**src/rtl/multicycle_main_control.sv**
```systemverilog
// Main control FSM for the multicycle RV32I datapath.
// Sequences fetch/decode/execute/memory/writeback and counts retirements.
module multicycle_main_control #(
  parameter int CNT_W = 32
) (
  input  logic             clk,
  input  logic             reset,
  input  logic [6:0]       Opcode,
  input  logic             MemReady,
  output logic             PCWrite,
  output logic             PCWriteCond,
  output logic             IorD,
  output logic             MemRead,
  output logic             MemWrite,
  output logic             IRWrite,
  output logic             MemtoReg,
  output logic             RegWrite,
  output logic             ALUSrcA,
  output logic [1:0]       ALUSrcB,
  output logic [1:0]       ALUOp,
  output logic             PCSource,
  output logic [3:0]       State,
  output logic             Illegal,
  output logic [CNT_W-1:0] InstrCount
);

  typedef enum logic [3:0] {
    S_FETCH   = 4'd0,
    S_DECODE  = 4'd1,
    S_MEMADDR = 4'd2,
    S_MEMRD   = 4'd3,
    S_MEMWB   = 4'd4,
    S_MEMWR   = 4'd5,
    S_EXR     = 4'd6,
    S_EXI     = 4'd7,
    S_ALUWB   = 4'd8,
    S_BRANCH  = 4'd9
  } state_e;

  localparam logic [6:0] OP_LOAD  = 7'b0000011;
  localparam logic [6:0] OP_STORE = 7'b0100011;
  localparam logic [6:0] OP_R     = 7'b0110011;
  localparam logic [6:0] OP_I     = 7'b0010011;
  localparam logic [6:0] OP_BR    = 7'b1100011;

  state_e           state_q, state_d;
  logic [CNT_W-1:0] cnt_q, cnt_d;
  logic             illegal_q, illegal_d;

  logic is_mem, is_r, is_i, is_br, is_store;
  logic retire;

  assign is_store = (Opcode == OP_STORE);
  assign is_mem   = (Opcode == OP_LOAD) || is_store;
  assign is_r     = (Opcode == OP_R);
  assign is_i     = (Opcode == OP_I);
  assign is_br    = (Opcode == OP_BR);

  always_ff @(posedge clk) begin
    if (!reset) begin
      state_q   <= S_FETCH;
      cnt_q     <= '0;
      illegal_q <= 1'b0;
    end else begin
      state_q   <= state_d;
      cnt_q     <= cnt_d;
      illegal_q <= illegal_d;
    end
  end

  always_comb begin
    state_d   = state_q;
    illegal_d = 1'b0;
    retire    = 1'b0;
    case (state_q)
      S_FETCH:   if (MemReady) state_d = S_DECODE;
      S_DECODE: begin
        unique case (1'b1)
          is_mem:  state_d = S_MEMADDR;
          is_r:    state_d = S_EXR;
          is_i:    state_d = S_EXI;
          is_br:   state_d = S_BRANCH;
          default: begin
            state_d   = S_FETCH;
            illegal_d = 1'b1;
          end
        endcase
      end
      // IR is frozen here, so re-reading Opcode is safe
      S_MEMADDR: state_d = is_store ? S_MEMWR : S_MEMRD;
      S_MEMRD:   if (MemReady) state_d = S_MEMWB;
      S_MEMWB: begin
        state_d = S_FETCH;
        retire  = 1'b1;
      end
      S_MEMWR: begin
        if (MemReady) begin
          state_d = S_FETCH;
          retire  = 1'b1;
        end
      end
      S_EXR:     state_d = S_ALUWB;
      S_EXI:     state_d = S_ALUWB;
      S_ALUWB: begin
        state_d = S_FETCH;
        retire  = 1'b1;
      end
      S_BRANCH: begin
        state_d = S_FETCH;
        retire  = 1'b1;
      end
      default:   state_d = S_FETCH;
    endcase
    cnt_d = retire ? cnt_q + CNT_W'(1) : cnt_q;
  end

  always_comb begin
    PCWrite     = 1'b0;
    PCWriteCond = 1'b0;
    IorD        = 1'b0;
    MemRead     = 1'b0;
    MemWrite    = 1'b0;
    IRWrite     = 1'b0;
    MemtoReg    = 1'b0;
    RegWrite    = 1'b0;
    ALUSrcA     = 1'b0;
    ALUSrcB     = 2'b00;
    ALUOp       = 2'b00;
    PCSource    = 1'b0;
    case (state_q)
      S_FETCH: begin
        MemRead = 1'b1;
        ALUSrcB = 2'b01;
        IRWrite = MemReady;
        PCWrite = MemReady;
      end
      S_DECODE: ALUSrcB = 2'b11;
      S_MEMADDR: begin
        ALUSrcA = 1'b1;
        ALUSrcB = 2'b10;
      end
      S_MEMRD: begin
        MemRead = 1'b1;
        IorD    = 1'b1;
      end
      S_MEMWB: begin
        RegWrite = 1'b1;
        MemtoReg = 1'b1;
      end
      S_MEMWR: begin
        MemWrite = 1'b1;
        IorD     = 1'b1;
      end
      S_EXR: begin
        ALUSrcA = 1'b1;
        ALUOp   = 2'b10;
      end
      S_EXI: begin
        ALUSrcA = 1'b1;
        ALUSrcB = 2'b10;
        ALUOp   = 2'b10;
      end
      S_ALUWB: RegWrite = 1'b1;
      S_BRANCH: begin
        ALUSrcA     = 1'b1;
        ALUOp       = 2'b01;
        PCWriteCond = 1'b1;
        PCSource    = 1'b1;
      end
      default: ;
    endcase
  end

  assign State      = state_q;
  assign Illegal    = illegal_q;
  assign InstrCount = cnt_q;

endmodule

```
**config.mk**
```make
export PLATFORM = sky130hd
export DESIGN_NAME = multicycle_main_control
export DESIGN_NICKNAME = d
export VERILOG_FILES = /design/src/rtl/multicycle_main_control.sv
export SDC_FILE = /design/constraint.sdc
export NUM_CORES = 1
export LEC_CHECK = 0
export CAP_MARGIN = 10
export CORE_ASPECT_RATIO = 2
export CORE_MARGIN = 4
export CORE_UTILIZATION = 45
export CTS_CLUSTER_SIZE = 25
export DETAILED_ROUTE_END_ITERATION = 8
export DONT_BUFFER_PORTS = 1
export GPL_ROUTABILITY_DRIVEN = 0
export GPL_TIMING_DRIVEN = 0
export PLACE_DENSITY_LB_ADDON = 0.05
export SLEW_MARGIN = 30
export SYNTH_ARGS = -nofsm -noshare
export SYNTH_HDL_FRONTEND = slang
export SYNTH_SLANG_ARGS = --single-unit
```
**constraint.sdc**
```tcl
create_clock -name clk -period 2.1 [get_ports clk]
set_input_delay 0.21 -clock clk [delete_from_list [all_inputs] [get_ports clk]]
set_output_delay 0.21 -clock clk [all_outputs]
set_load 0.03 [all_outputs]
```
==> qor.csv, run 1 <==
stage,metric,value,unit
status,status,"complete, no violations",
final_layout,fin cells,317,
pwr,P_leak,1.10,nW
place,placed cell areas,0.00226,mm2
clocking,"Clk pin slew, worst setup/hold paths",0.08,ns
clocking,worst skew pair latency,0.29,ns
floorplan,die area,0.00607,mm2
clocking,CTS tree,yes,
floorplan,IO Count,61,
critical_path,worst path required time,2.23,ns
critical_path,Critical Path Fanout Max,10,
critical_path,slowest stage cell on the critical path,a2111oi_0,
logic_synthesis,Netlist cell types,41,
routing,DR iter-0 viols,48,
sta,Clock Skew,0.0108,ns
place,placed cells,310,
sta,relative slew slack,48.5,%
place,Post-DP HPWL,4210,um
logic_synthesis,yosys warns,0,
floorplan,die width,57.1,um
global_routing,largest net degree at the start of global routing,13,
routing,Final ANT Viol Nets,0,
floorplan,# rows,35,
clocking,H-tree lvl count,2,
floorplan,starting density of the core,46.8,%
clocking,CTS Buf Count,5,
pwr,Clk network pwr share,48.7,%
final_layout,area grow syn2layout,14.1,%
sta,final hold vios,0,
global_routing,vias in the first global route,1781,
pwr,PwrDens,612,mW/mm2
sta,final hold slack,0.0739,ns
final_layout,layout cells sized above 1,19.5,%
logic_synthesis,Post-Syn Nets,266,
pwr,Psw,0.319,mW
logic_synthesis,Synth Cell Area,0.00217,mm2
place,setup slack after placement,-0.449,ns
clocking,Sinks on Clock Net,37,
critical_path,CP max stage delay,0.51,ns
clocking,clock root buffer,clkbuf_8,
logic_synthesis,Post-Synthesis Cells,255,
job,max cap viols,0,
sta,fmax,0.494,GHz
sta,max-slew violation count,0,
sta,Tmin final,2.02,ns
min_path,Hold Crit Class,in -> reg,
critical_path,CP Buf/Inv Count,1,
floorplan,Placeable Area,0.00464,mm2
routing,post-DR wirelength/cell,17.4,um
clocking,CTS Buffer Depth,2,
pwr,Reg power frac,46.7,%
final_layout,cell area after layout,0.00248,mm2
routing,vias,1837,
routing,Detailed Route WL,5510,um
critical_path,CP Capture Type,register,
final_layout,Antenna Cells,0,
floorplan,Die Y-Extent,106,um
sta,fin worst setup slack,0.0767,ns
logic_synthesis,post-synthesis average cell area,8.52,um2
pwr,Cell Int Power,1.20,mW
routing,Initial DRT Pass Iterations,4,
pwr,Max VDD drop,559,uV
place,I/O Buffers,0,
routing,Residual DRC,0,
global_routing,global route overflow,0,
sta,worst-margin pin slew,0.766,ns
logic_synthesis,"Seq/Total Area, Yosys",34.1,%
pwr,Sw Ratio,21.0,%
critical_path,"Critical Path, Cell by Cell","buf_4, nor2b_1, a22oi_1, nor3_1, a21oi_1, a2111oi_0",
critical_path,crit start category,register,
critical_path,CP Class,reg -> reg,
logic_synthesis,synthesis-stage register bit count,37,
clocking,post-CTS setup buffer count,0,
sta,Final setup viols,0,
final_layout,final core utilization,53.4,%
global_routing,total global-route track usage,18.7,%
global_routing,initial antenna violation count,0,
critical_path,cell family with most CP delay,compound AO/OA/AOI/OAI gates,
final_layout,nets@finish,272,
critical_path,CP Data Arrival Time,2.15,ns
sta,final period utilization,96.3,%
routing,drt via density,5.79,
global_routing,global-route wire length before repair,8940,um
pwr,Comb power frac,4.7,%
## through the flow
stage	power [mW]	TNS, ns
final	1.52	0
after global routing	1.56	-0.0561
after CTS	1.53	0
after detailed placement	0.792	-2.35
after global placement	0.792	-2.10
after floorplan	0.778	-0.0314
## cell type report
cell class	count	area [um2]
Buffer	15	100
Tap cell	55	68.8
Fill cell	456	2160
Inverter	1	3.75
Clock buffer	5	68.8
Multi-Input combinational cell	201	1410
Clock inverter	3	65.1
Sequential cell	37	758
## power by group through the flow
stage                     Clock (mW)  Combinational [mW]  Sequential [mW]
after global placement             0              0.0659            0.726
after detailed placement           0              0.0662            0.726
after floorplan                    0              0.0530            0.725
final                          0.738              0.0706            0.708
after CTS                      0.748              0.0715            0.708
after global routing           0.774              0.0769            0.709
## flip-flops by register name, summed over array words and instances (netlist names)
register	count
InstrCount	32
State	4
Illegal	1
## synth_stat cells (all sizes together)
library cell	number	area, um2
dfxtp	37	741
and2	26	163
xor2	25	219
nand2	21	78.8
nand3	17	85.1
nor4	17	159
nand2b	14	87.6
nor2	13	48.8
nor3	9	45.0
a21oi	8	43.8
buf	8	50.0
clkbuf	8	30.0
nor2b	7	43.8
and4	6	55.1
mux2i	6	60.1
nand4	6	43.8
and3	4	25.0
nor3b	3	22.5
a22oi	2	15.0
and3b	2	17.5
nor4b	2	17.5
o21a	2	15.0
o31ai	2	15.0
a2111oi	1	8.76
a21boi	1	7.51
and2b	1	7.51
ha	1	12.5
inv	1	3.75
nand4b	1	23.8
o21ai	1	5.00
o21bai	1	7.51
or2	1	6.26
xnor2	1	8.76
## layout by cell type, fill, tap and decap left out, drive strengths merged, types with 2 or more instances in the layout
cell type	n
dfxtp	37
and2	26
xor2	25
nand2	21
nand3	17
nor4	17
nand2b	14
nor2	13
clkbuf	12
nor3	9
a21oi	8
buf	8
nor2b	7
mux2i	6
and4	6
nand4	6
and3	4
nor3b	3
o21a	2
nor4b	2
o31ai	2
a22oi	2
bufinv	2
and3b	2
## what timing repair did
action,4_1_cts,5_1_grt
resized for setup,25,9
hold buffers,0,0
pin swaps,1,1
endpoints found under the setup margin,32,28
## cell families after synthesis
family,count (synthesis),share of synthesized area (%)
AOI/OAI and AO/OA,18,5.41
xor gates and xnor gates,26,10.5
adders and majority gates,1,0.576
buffers and inverters,17,3.86
DFF,37,34.1
muxes,6,2.77
and+or+nand+nor,150,42.8
## routing by layer
layer | GRT usage (%) | wire [um]
met5 | 0 | 0
met4 | 8.46 | 160
met3 | 4.13 | 352
met2 | 36.9 | 3150
met1 | 17.2 | 1850
## worst paths after layout
check,slack [ns],end,startpoint,cells past startpoint
worst max-delay path,0.08,State[2]$_SDFFE_PN0P_,State[0]$_SDFFE_PN0P_,6
worst min-delay path,0.07,InstrCount[24]$_SDFFE_PN0P_,reset,2
worst max register to register,0.08,State[2]$_SDFFE_PN0P_,State[0]$_SDFFE_PN0P_,6
worst min register to register,0.57,InstrCount[5]$_SDFFE_PN0P_,InstrCount[5]$_SDFFE_PN0P_,2
No activity file was read; power rests on OpenSTA's default activity.
==> inputs of run 2 (changes only) <==
--- a/config.mk
+++ b/config.mk
@@ -5,6 +5,7 @@
 export SDC_FILE = /design/constraint.sdc
 export NUM_CORES = 1
 export LEC_CHECK = 0
+export ABC_AREA = 1
 export CAP_MARGIN = 10
 export CORE_ASPECT_RATIO = 2
 export CORE_MARGIN = 4
==> qor.csv, run 2 <==
stage,metric,value,unit
status,status,"complete, no violations",
place,I/O Buffers,0,
critical_path,CP Class,reg -> out,
sta,worst-margin pin slew,0.884,ns
logic_synthesis,Simple-Gate Fraction of Synth Area,45.4,%
critical_path,CP Capture Type,output pin,
sta,fmax,0.489,GHz
logic_synthesis,Synth Area in Compound Gates,7.51,%
job,max cap viols,0,
clocking,Sinks on Clock Net,37,
logic_synthesis,XOR/XNOR Fraction of Synth Area,2.63,%
routing,vias,2341,
clocking,clock root buffer,clkbuf_8,
global_routing,global route overflow,0,
routing,Final ANT Viol Nets,0,
global_routing,vias in the first global route,2241,
logic_synthesis,largest family of logic cells by synthesized area,simple AND/OR/NAND/NOR gates,
routing,DR iter-0 viols,83,
pwr,PwrDens,530,mW/mm2
floorplan,starting density of the core,47.1,%
logic_synthesis,"Seq/Total Area, Yosys",31.8,%
clocking,CTS tree,yes,
logic_synthesis,synthesis-stage register bit count,37,
global_routing,global-route wire length before repair,10300,um
logic_synthesis,Post-Syn Nets,411,
critical_path,reg2reg end,InstrCount[27]$_SDFFE_PN0P_,
global_routing,largest net degree at the start of global routing,11,
logic_synthesis,Synth Cell Area,0.00233,mm2
final_layout,Largest register FFs,32,
final_layout,Antenna Cells,0,
critical_path,Setup crit start,State[2]$_SDFFE_PN0P_,
floorplan,die area,0.00647,mm2
clocking,CTS Buffer Depth,2,
sta,Tmin final,2.04,ns
floorplan,Die Y-Extent,110,um
logic_synthesis,ys flop type,dfxtp_1,
final_layout,most frequent cells in the layout,"nand2_1, nor2_1, inv_1",
sta,fin worst setup slack,0.0568,ns
sta,max-slew violation count,0,
min_path,HP Start,MemReady,
logic_synthesis,post-synthesis average cell area,5.83,um2
logic_synthesis,share of flip-flops with an asynchronous set or reset,0,%
final_layout,fin cells,464,
sta,final hold slack,0.129,ns
sta,Final setup viols,0,
routing,Residual DRC,0,
critical_path,crit start category,register,
routing,drt via density,5.05,
routing,post-DR wirelength/cell,14.0,um
clocking,worst skew pair latency,0.30,ns
clocking,post-CTS setup buffer count,0,
sta,Clock Skew,0.00547,ns
global_routing,met1 Use GR,19.6,%
critical_path,worst path required time,1.89,ns
place,placed cells,457,
clocking,CTS Buf Count,5,
min_path,WHS Path Cells,3,
critical_path,Critical Path Fanout Max,4,
global_routing,initial antenna violation count,0,
floorplan,Placeable Area,0.00495,mm2
logic_synthesis,post-synthesis mux area share,0,%
logic_synthesis,Netlist cell types,31,
min_path,Hold EP,State[2]$_SDFFE_PN0P_,
final_layout,"commonest non-fill, non-tap cell in the layout",nand2_1,
global_routing,met2 global-route usage,41.3,%
final_layout,area grow syn2layout,7.78,%
logic_synthesis,largest area contributor in the netlist,dfxtp_1,
clocking,H-tree lvl count,2,
sta,final hold vios,0,
critical_path,Reg2Reg Launch Point,InstrCount[16]$_SDFFE_PN0P_,
logic_synthesis,Commonest cells post-synth,"nand2_1, nor2_1, inv_1, dfxtp_1, a21oi_1",
clocking,hold_buf cts,0,
sta,final period utilization,97.3,%
logic_synthesis,Synth area leaders,"dfxtp_1, nand2_1, nor2_1",
critical_path,r2r setup slk,0.20,ns
global_routing,total global-route track usage,21.3,%
logic_synthesis,top-count cell post-synth,nand2_1,
floorplan,# rows,36,
logic_synthesis,Post-Synthesis Cells,400,
floorplan,die width,58.9,um
global_routing,"Most Used Layer, Global Route",met2,
floorplan,IO Count,61,
place,setup slack after placement,-0.0695,ns
critical_path,reg2reg path depth,8,
logic_synthesis,Post-Synth Adder-Cell Area,0.536,%
place,Post-DP HPWL,5120,um
logic_synthesis,Synth top area share,31.8,%
final_layout,nets@finish,418,
final_layout,layout cells sized above 1,9.34,%
sta,relative slew slack,40.6,%
logic_synthesis,Post-synth EDFFs,0,
critical_path,CP Data Arrival Time,1.83,ns
min_path,Hold Crit Class,in -> reg,
routing,Detailed Route WL,6480,um
routing,Initial DRT Pass Iterations,4,
pwr,Max VDD drop,389,uV
pwr,P_leak,0.961,nW
logic_synthesis,yosys warns,0,
sta,RSZ-0062 raised after global routing,no,
clocking,"Clk pin slew, worst setup/hold paths",0.07,ns
global_routing,global routing usage on met3,5.88,%
[run 2: worst max path at each step]
stage	slack, ns	depth (start not counted)	to
floorplan	0.07	4	ALUSrcB[1]
global placement	-0.09	4	ALUSrcB[1]
detailed placement	-0.07	4	ALUSrcB[1]
CTS	0.03	10	InstrCount[22]$_SDFFE_PN0P_
global route	0.001	4	ALUSrcB[1]
finish	0.06	4	ALUSrcB[1]
[run 2: stage by stage]
stage | power, mW | instance area [um2] | setup TNS (ns) | utilization (%)
final | 1.33 | 2510 | 0 | 50.7
after global routing | 1.37 | 2510 | 0 | 50.7
after CTS | 1.34 | 2500 | 0 | 50.5
after global placement | 0.818 | 2400 | -0.0893 | 48.5
after detailed placement | 0.819 | 2400 | -0.0695 | 48.5
after floorplan | 0.802 | 2330 | 0 | -
[run 2: cell type report]
| cell class | instances | area, um2 |
|---|---|---|
| tap | 57 | 71.3 |
| inverter | 60 | 225 |
| buffer | 8 | 58.8 |
| fill | 560 | 2440 |
| sequential | 37 | 749 |
| clock buffer | 7 | 86.3 |
| multi-input combinational | 295 | 1320 |
[run 2: cell families after synthesis]
group / after synthesis
adders and majority gates: 1
DFF: 37
and+or+nand+nor: 253
xor gates and xnor gates: 7
buffers and inverters: 68
AOI/OAI and AO/OA: 34
[run 2: layer usage]
| metal | wire length [um] | up-vias |
|---|---|---|
| met1 | 2270 | 1039 |
| met4 | 185 | 0 |
| met5 | 0 | - |
| met3 | 394 | 14 |
| li1 | - | 1236 |
| met2 | 3620 | 52 |
[run 2: power by group]
group          total (mW)  switching, mW  leakage, nW  internal [mW]
clock               0.530          0.269       0.0443          0.261
sequential          0.718         0.0129        0.302          0.705
combinational      0.0850         0.0642        0.615         0.0209
total                1.33          0.346        0.961          0.987
[run 2: timing repair]
item	in CTS	in global routing
gates resized for setup	6	6
endpoints found under the setup margin	3	10
pin swaps	1	0
endpoints found under the hold margin	0	0
[run 2: critical path, stage by stage (launching register included)]
cell and delay, ns:
dfxtp_2 0.46, nand2_2 0.15, nor2_4 0.24, inv_1 0.11, o211ai_1 0.57
==> inputs of run 3 (changes only) <==
--- a/config.mk
+++ b/config.mk
@@ -7,7 +7,6 @@
 export LEC_CHECK = 0
 export ABC_AREA = 1
 export CAP_MARGIN = 10
-export CORE_ASPECT_RATIO = 2
 export CORE_MARGIN = 4
 export CORE_UTILIZATION = 45
 export CTS_CLUSTER_SIZE = 25
==> qor.csv, run 3 (synthesized netlist as in run 2, its figures left out) <==
stage,metric,value,unit
critical_path,CP Class,reg -> out,
critical_path,CP Capture Type,output pin,
min_path,Hold Crit Class,in -> reg,
routing,Initial DRT Pass Iterations,4,
place,setup slack after placement,-0.121,ns
sta,setup TNS,0,ns
pwr,P_leak,0.956,nW
clocking,CTS Buffer Depth,2,
clocking,clock root buffer,clkbuf_8,
critical_path,crit start category,register,
critical_path,CP most frequent cell,inv_1,
routing,drt via density,4.88,
global_routing,initial antenna violation count,0,
place,I/O Buffers,0,
floorplan,IO Count,61,
final_layout,fill count,547,
sta,final hold slack,0.135,ns
routing,Final ANT Viol Nets,0,
routing,DR iter-0 viols,145,
sta,Clock Skew,0.00955,ns
clocking,post-CTS setup buffer count,0,
final_layout,Largest register FFs,32,
floorplan,# rows,25,
critical_path,slowest stage cell on the critical path,o211ai_1,
clocking,H-tree lvl count,2,
critical_path,worst path required time,1.89,ns
sta,fin worst setup slack,0.0855,ns
global_routing,global-route wire length before repair,10300,um
critical_path,CP Data Arrival Time,1.80,ns
clocking,CTS Buf Count,5,
floorplan,Placeable Area,0.00488,mm2
pwr,Max VDD drop,315,uV
floorplan,starting density of the core,47.8,%
final_layout,Antenna Cells,0,
sta,final period utilization,95.9,%
final_layout,"commonest non-fill, non-tap cell in the layout",nand2_1,
place,placed cells,467,
global_routing,largest net degree at the start of global routing,11,
global_routing,global route overflow,0,
sta,relative slew slack,38.5,%
floorplan,Die Y-Extent,80.0,um
final_layout,most frequent cells in the layout,"nand2_1, nor2_1, inv_1",
clocking,"Clk pin slew, worst setup/hold paths",0.08,ns
floorplan,die area,0.00640,mm2
critical_path,Critical Path Fanout Max,5,
clocking,Sinks on Clock Net,37,
sta,Tmin final,2.01,ns
final_layout,area grow syn2layout,7.94,%
global_routing,vias in the first global route,2143,
pwr,PwrDens,516,mW/mm2
sta,fmax,0.496,GHz
sta,RSZ-0062 raised after global routing,no,
critical_path,CP max stage delay,0.56,ns
critical_path,"Critical Path, Cell by Cell","inv_1, nand2_2, nor2_4, inv_1, o211ai_1",
clocking,CTS tree,yes,
final_layout,nets@finish,418,
sta,worst-margin pin slew,0.916,ns
final_layout,layout cells sized above 1,8.58,%
sta,final hold vios,0,
routing,Residual DRC,0,
routing,post-DR wirelength/cell,13.0,um
place,Post-DP HPWL,4770,um
floorplan,die width,80.0,um
final_layout,fin cells,475,
routing,vias,2319,
sta,Final setup viols,0,
routing,Detailed Route WL,6170,um
global_routing,total global-route track usage,20.6,%
sta,max-slew violation count,0,
job,max cap viols,0,
clocking,worst skew pair latency,0.29,ns
status,status,"complete, no violations",
run 3: changes by cell type in the layout (fill, tap and decap cells not counted):
cell,delta
clkbuf_1,+2
clkbuf_8,-1
dfxtp_4,+1
dfxtp_2,-1
nor2_2,-2
nor2_1,+2
run 3: stage by stage:
step	utilization (%)	power (mW)	area (um2)
after global placement	49.5	0.818	2420
after floorplan	-	0.802	2330
after global routing	51.6	1.35	2520
after CTS	51.4	1.32	2510
final	51.6	1.30	2520
after detailed placement	49.5	0.819	2420
run 3: final cells by class:
class	count	area [um2]	area share (%)
Multi-Input combinational cell	295	1320	52.3
Sequential cell	37	752	29.9
Inverter	60	225	8.95
Tap cell	67	83.8	3.33
Clock buffer	8	80.1	3.18
Buffer	8	58.8	2.34
run 3: metal layers:
| metal | wire length (um) | track usage [%] | up-vias |
|---|---|---|---|
| met3 | 411 | 6.32 | 6 |
| met4 | 73 | 6.08 | 0 |
| li1 | - | - | 1232 |
| met2 | 2650 | 31.9 | 53 |
| met1 | 3030 | 27.5 | 1028 |
| met5 | 0 | 0 | - |
run 3: worst paths after layout:
kind	startpoint	cells after the start	slack, ns	end
setup / recovery	State[3]$_SDFFE_PN0P_	5	0.09	ALUSrcB[1]
hold reg to reg	InstrCount[1]$_SDFFE_PN0P_	2	0.56	InstrCount[1]$_SDFFE_PN0P_
hold / removal	MemReady	3	0.13	State[2]$_SDFFE_PN0P_
setup reg to reg	InstrCount[15]$_SDFFE_PN0P_	8	0.23	InstrCount[27]$_SDFFE_PN0P_
run 3: report_power, final:
group          switching, mW  internal, mW  leakage (nW)
registers             0.0131         0.704         0.302
logic                 0.0638        0.0209         0.615
clock network          0.261         0.236        0.0395
total                  0.338         0.961         0.956
run 3: timing repair:
action                                 in CTS  in global routing
setup endpoints to repair                   3                 12
hold buffers                                0                  0
gates resized for setup                     6                  5
endpoints found under the hold margin       0                  0
pin swaps                                   1                  1
run 3: critical path, delay by kind of cell, from the launching register on:
family / cells / cell delay [ns]
AOI/OAI and AO/OA: 1 / 0.56
buffers and inverters: 2 / 0.20
DFF: 1 / 0.40
and+or+nand+nor: 2 / 0.34
